===== src/rtl/mem_arb_pkg.sv =====
// Shared types and constants for the data-memory port arbiter.
// Port indices are also the encoding of the owner output.
package mem_arb_pkg;

    typedef enum logic [1:0] {
        IDLE   = 2'd0,
        ACCESS = 2'd1,
        WAIT   = 2'd2,
        DONE   = 2'd3
    } arb_state_t;

    localparam logic PORT_CPU = 1'b0;
    localparam logic PORT_LDR = 1'b1;

    // Wide enough for a latency load of RD_LAT-1 with RD_LAT up to 7.
    localparam int LAT_CNT_W = 3;

endpackage


===== src/rtl/rr_pick2.sv =====
// Two-input round-robin picker: on a tie the port that did not win last time is chosen.
// grant_idx is only meaningful while valid is high.
module rr_pick2 (
    input  logic [1:0] req,
    input  logic       last,
    output logic       valid,
    output logic       grant_idx
);

    always_comb begin
        valid     = |req;
        grant_idx = req[1];
        if (req == 2'b11) begin
            grant_idx = ~last;
        end
    end

endmodule


===== src/rtl/mem_port_arbiter.sv =====
// Arbiter and access sequencer sharing the single-port data memory between the CPU and the loader.
// One access in flight at a time; fixed read latency handled by a down-counter.
//
//   state  | meaning
//   -------+-------------------------------------------------------------
//   IDLE   | sample requests, latch the winner's access into mem_* regs
//   ACCESS | mem_en high for one cycle, memory samples address/data
//   WAIT   | read only: count down the remaining memory read latency
//   DONE   | one-cycle ack to the owner, rdata valid for reads
module mem_port_arbiter
    import mem_arb_pkg::*;
#(
    parameter int DATA_W = 9,
    parameter int ADDR_W = 9,
    parameter int RD_LAT = 1
) (
    input  logic              clk,
    input  logic              rst,

    input  logic              cpu_req,
    input  logic              cpu_we,
    input  logic [ADDR_W-1:0] cpu_addr,
    input  logic [DATA_W-1:0] cpu_wdata,
    output logic              cpu_ack,

    input  logic              ldr_req,
    input  logic              ldr_we,
    input  logic [ADDR_W-1:0] ldr_addr,
    input  logic [DATA_W-1:0] ldr_wdata,
    output logic              ldr_ack,

    output logic [DATA_W-1:0] rdata,

    output logic              mem_en,
    output logic              mem_we,
    output logic [ADDR_W-1:0] mem_addr,
    output logic [DATA_W-1:0] mem_wdata,
    input  logic [DATA_W-1:0] mem_rdata,

    output logic              owner,
    output logic [1:0]        state
);

    localparam logic [LAT_CNT_W-1:0] LAT_LOAD = LAT_CNT_W'(RD_LAT - 1);

    arb_state_t           state_q;
    logic                 last_q;
    logic                 we_q;
    logic [LAT_CNT_W-1:0] lat_cnt_q;

    logic [1:0]           req_vec;
    logic                 pick_valid;
    logic                 pick_idx;

    logic                 win_we;
    logic [ADDR_W-1:0]    win_addr;
    logic [DATA_W-1:0]    win_wdata;

    assign req_vec = {ldr_req, cpu_req};
    assign state   = state_q;

    rr_pick2 u_pick (
        .req       (req_vec),
        .last      (last_q),
        .valid     (pick_valid),
        .grant_idx (pick_idx)
    );

    always_comb begin
        win_we    = cpu_we;
        win_addr  = cpu_addr;
        win_wdata = cpu_wdata;
        if (pick_idx == PORT_LDR) begin
            win_we    = ldr_we;
            win_addr  = ldr_addr;
            win_wdata = ldr_wdata;
        end
    end

    always_ff @(posedge clk) begin
        if (rst) begin
            state_q   <= IDLE;
            last_q    <= PORT_LDR;
            we_q      <= 1'b0;
            lat_cnt_q <= '0;
            owner     <= PORT_CPU;
            mem_en    <= 1'b0;
            mem_we    <= 1'b0;
            mem_addr  <= '0;
            mem_wdata <= '0;
            rdata     <= '0;
            cpu_ack   <= 1'b0;
            ldr_ack   <= 1'b0;
        end else begin
            cpu_ack <= 1'b0;
            ldr_ack <= 1'b0;
            case (state_q)
                IDLE: begin
                    if (pick_valid) begin
                        mem_addr  <= win_addr;
                        mem_wdata <= win_wdata;
                        we_q      <= win_we;
                        owner     <= pick_idx;
                        last_q    <= pick_idx;
                        mem_en    <= 1'b1;
                        mem_we    <= win_we;
                        state_q   <= ACCESS;
                    end
                end
                ACCESS: begin
                    mem_en <= 1'b0;
                    mem_we <= 1'b0;
                    if (we_q) begin
                        cpu_ack <= (owner == PORT_CPU);
                        ldr_ack <= (owner == PORT_LDR);
                        state_q <= DONE;
                    end else begin
                        lat_cnt_q <= LAT_LOAD;
                        state_q   <= WAIT;
                    end
                end
                WAIT: begin
                    if (lat_cnt_q != '0) begin
                        lat_cnt_q <= lat_cnt_q - LAT_CNT_W'(1);
                    end else begin
                        // Terminal count: mem_rdata is valid in this cycle.
                        rdata   <= mem_rdata;
                        cpu_ack <= (owner == PORT_CPU);
                        ldr_ack <= (owner == PORT_LDR);
                        state_q <= DONE;
                    end
                end
                DONE: begin
                    state_q <= IDLE;
                end
                default: begin
                    state_q <= IDLE;
                end
            endcase
        end
    end

endmodule


===== config.mk =====
export PLATFORM = sky130hd
export DESIGN_NAME = mem_port_arbiter
export DESIGN_NICKNAME = d
export VERILOG_FILES = /design/src/rtl/mem_arb_pkg.sv /design/src/rtl/rr_pick2.sv /design/src/rtl/mem_port_arbiter.sv
export SDC_FILE = /design/constraint.sdc
export NUM_CORES = 1
export LEC_CHECK = 0
export CAP_MARGIN = 20
export CORE_UTILIZATION = 40
export CTS_CLUSTER_DIAMETER = 30
export DETAILED_ROUTE_END_ITERATION = 8
export GPL_TIMING_DRIVEN = 0
export PLACE_DENSITY_LB_ADDON = 0.25
export REMOVE_ABC_BUFFERS = 1
export SYNTH_ARGS = -nofsm -noshare
export SYNTH_HDL_FRONTEND = slang
export SYNTH_HIERARCHICAL = 1
export SYNTH_SLANG_ARGS = --single-unit

===== constraint.sdc =====
create_clock -name clk -period 1.84 [get_ports clk]
set_input_delay 0.368 -clock clk [delete_from_list [all_inputs] [get_ports clk]]
set_output_delay 0.368 -clock clk [all_outputs]
set_load 0.03 [all_outputs]

==> key figures <==
Yosys
  • Top cells by area, synth: dfxtp_1 43%, mux2i_1 16%, nor2_1 6.3%
  • Yosys cell types: 35
  • Yosys warns: 6
  • Post-synthesis sequential area ratio: 42.5%
  • Syn_area_per_cell: 9.98 sq um
  • Yosys top cell by area: dfxtp_1
  • Synthesized cell area: 1840 sq um
  • FFs w/ async S/R, synth: 0%
  • Post-Syn Instances: 184
  • Post-synth EDFFs: 0
  • Post-synth top area share: roughly 43%
  • Cell with the most instances after synthesis: dfxtp_1
  • Synth Register Bits: 39
  • Top cells by count, synth: 39 x dfxtp_1, 31 x nor2_1, 29 x mux2i_1, 12 x a211oi_1, 9 x a211oi_2
  • Top_reg_cell synth: dfxtp_1

Routing
  • Final WL: 4090 um
  • Via count: about 1600
  • Vias per inst: 4.89
  • Met1 wire length: 1770 um
  • Remaining antenna violation count: 0
  • DR iter-0 viols: 54
  • DR WL/cell: 12.9 um
  • Pre-antenna DRT Iters: 4
  • Met2 WL: 1950 um
  • Met3 wire length: 312 um
  • Drt drc: 0
  • Highest metal used: met4

Timing
  • Slew HR: ~45%
  • Fin crit period: around 1.7 ns
  • Setup violations, final: 0
  • Setup WS post-layout: 0.0943 ns
  • Final hold violations: 0
  • Fin crit share: a little over nine tenths
  • Setup TNS: 0 ns
  • Least-Margin Pin Slew: between 0.8 and 0.9 ns
  • F_max: roughly 570 MHz
  • Slew Viols, Final: 0
  • Clock Skews: between 0.005 and 0.006 ns
  • Unrepaired setup endpoints after global routing: no

Clocking
  • Root Buffer: clkbuf_8
  • # clock sinks: 39
  • CTS tree: built
  • Post-CTS Hold Buffers: 0
  • Clock Latency Late Sink: 0.28 ns
  • Post-CTS Setup Repair Bufs: 0
  • CTS buffer count: 5
  • Clock transition at path regs: 0.07 ns
  • CTS HTree Levels: 2
  • Maximum root-to-sink buffer count: 2

Placed design
  • RePlAce Congestion: 0.712
  • HPWL Detailed: 3060 um
  • Port bufs: 84
  • Placed insts: 309
  • Pre-CTS setup slack: -0.500 ns

Power and ir drop
  • Pwr per Cell Area: 1350 nW/um^2
  • IR Drop Worst-Case VDD: 0.000655 V
  • Leakage power: 1.03 nW
  • Pwr Total: 3.75 mW

Setup path
  • Data arrival, critical path: 1.38 ns
  • CP Capture Type: output pin
  • Cell family with most CP delay: buffers and inverters
  • Largest stage delay on the critical path: 0.69 ns
  • Buf/Inv on CP: 1
  • Critical path cell sequence: clkdlybuf4s50_1
  • Largest fanout on the critical path: 4
  • Critical setup path kind: flip-flop to output pin
  • Critical path required time: 1.47 ns
  • CP Launch Type: flip-flop
  • Slowest CP cell: clkdlybuf4s50_1

Final layout
  • Sequential cell area: 781 sq um
  • Multi-input gate area: 953 sq um
  • ANT cells: 0
  • # fillers: 382
  • Final Non-Filler Cells: 317
  • Nets: 321
  • Layout cells sized above 1: 9.43%
  • Synth-to-Final Area Change: 51.0%

Outcome
  • Status: completed

Floorplanning
  • Die width: 69.8 um
  • DIE HEIGHT: about 70 um
  • # rows: 24
  • Starting Density: 41.9%
  • Core Region: approximately 4400 sq um
  • IO Count: 85
  • Total die area: between 4000 and 5000 sq um

Min path
  • HP Class: flip-flop to flip-flop

Job
  • Maxcap violations: 0

GRT
  • Global route total overflow: 0
  • Largest net degree at the start of global routing: 39
  • Global-route wire length before repair: 7070 um
  • Vias in the first global route: 1510
  • Initial antenna violation count: 0
  • All-Layer GR Usage: 18.3%
## flip-flops by register name, summed over array words and instances (netlist names)
name,cells
mem_en,1
ldr_ack,1
cpu_ack,1
owner,1
mem_wdata,9
lat_cnt_q,3
mem_we,1
mem_addr,9
we_q,1
last_q,1
rdata,9
state,2
## routing by layer
layer	vias up	global-route usage (%)
li1	805	-
met1	693	21.9
met2	47	29.7
met3	6	7.56
met4	0	6.00
met5	-	0
## layout by cell type, fill, tap and decap left out, drive strengths merged, types with 3 or more instances in the layout
master and n:
ha 6, a211oi 21, mux2i 29, nand4b 3, clkbuf 6, o21ai 3
dfxtp 39, a21oi 7, buf 3, clkdlybuf4s50 83, nand2b 3, nand2 6
inv 6, nor2 31
## worst paths after layout
kind | start | endpoint | slack, ns | cells past startpoint
worst min-delay path | lat_cnt_q[1]$_SDFFE_PP0P_ | lat_cnt_q[1]$_SDFFE_PP0P_ | 0.47 | 2
worst max-delay path | owner$_SDFFE_PP0P_ | owner | 0.09 | 1
worst min register to register | lat_cnt_q[1]$_SDFFE_PP0P_ | lat_cnt_q[1]$_SDFFE_PP0P_ | 0.47 | 2
worst max register to register | state[0]$_SDFFE_PP0P_ | rdata[5]$_SDFFE_PP0P_ | 0.17 | 5
## report_power, final
part / total (mW) / internal, mW / switching [mW]
logic: 1.98 / 0.870 / 1.11
clock network: 0.557 / 0.265 / 0.292
registers: 1.21 / 1.08 / 0.130
total: 3.75 / 2.21 / 1.53
## through the flow
step	hold WS, ns	util (%)	cell area, sq um
finish	0.472	63.2	2770
global route	0.502	63.2	2770
CTS	0.477	63.2	2770
detailed placement	0.466	61.0	2670
global placement	0.454	60.3	2650
floorplan	0.431	-	1740
## repair_timing
action / in CTS / in global routing
endpoints found under the hold margin: 0 / 0
resized for setup: 3 / 2
endpoints found under the setup margin: 29 / 14
## kinds of logic (layout without fill, tap and decap cells)
group | Yosys count | count (layout) | share of synthesized area, %
simple gates | 54 | 54 | 14.4
flops | 39 | 39 | 42.5
compound gates | 37 | 37 | 16.6
mux | 29 | 29 | 15.8
buf+inv | 19 | 100 | 6.54
fa+ha+maj | 6 | 6 | 4.09
## cell type report
| type | count | area share (%) |
|---|---|---|
| multi-input combinational | 126 | 34.4 |
| timing repair buffer | 86 | 31.2 |
| sequential | 39 | 28.2 |
| clock buffer | 6 | 2.62 |
| tap | 52 | 2.35 |
| inverter | 6 | 0.812 |
| clock inverter | 2 | 0.451 |
No activity file was read; power rests on OpenSTA's default activity.
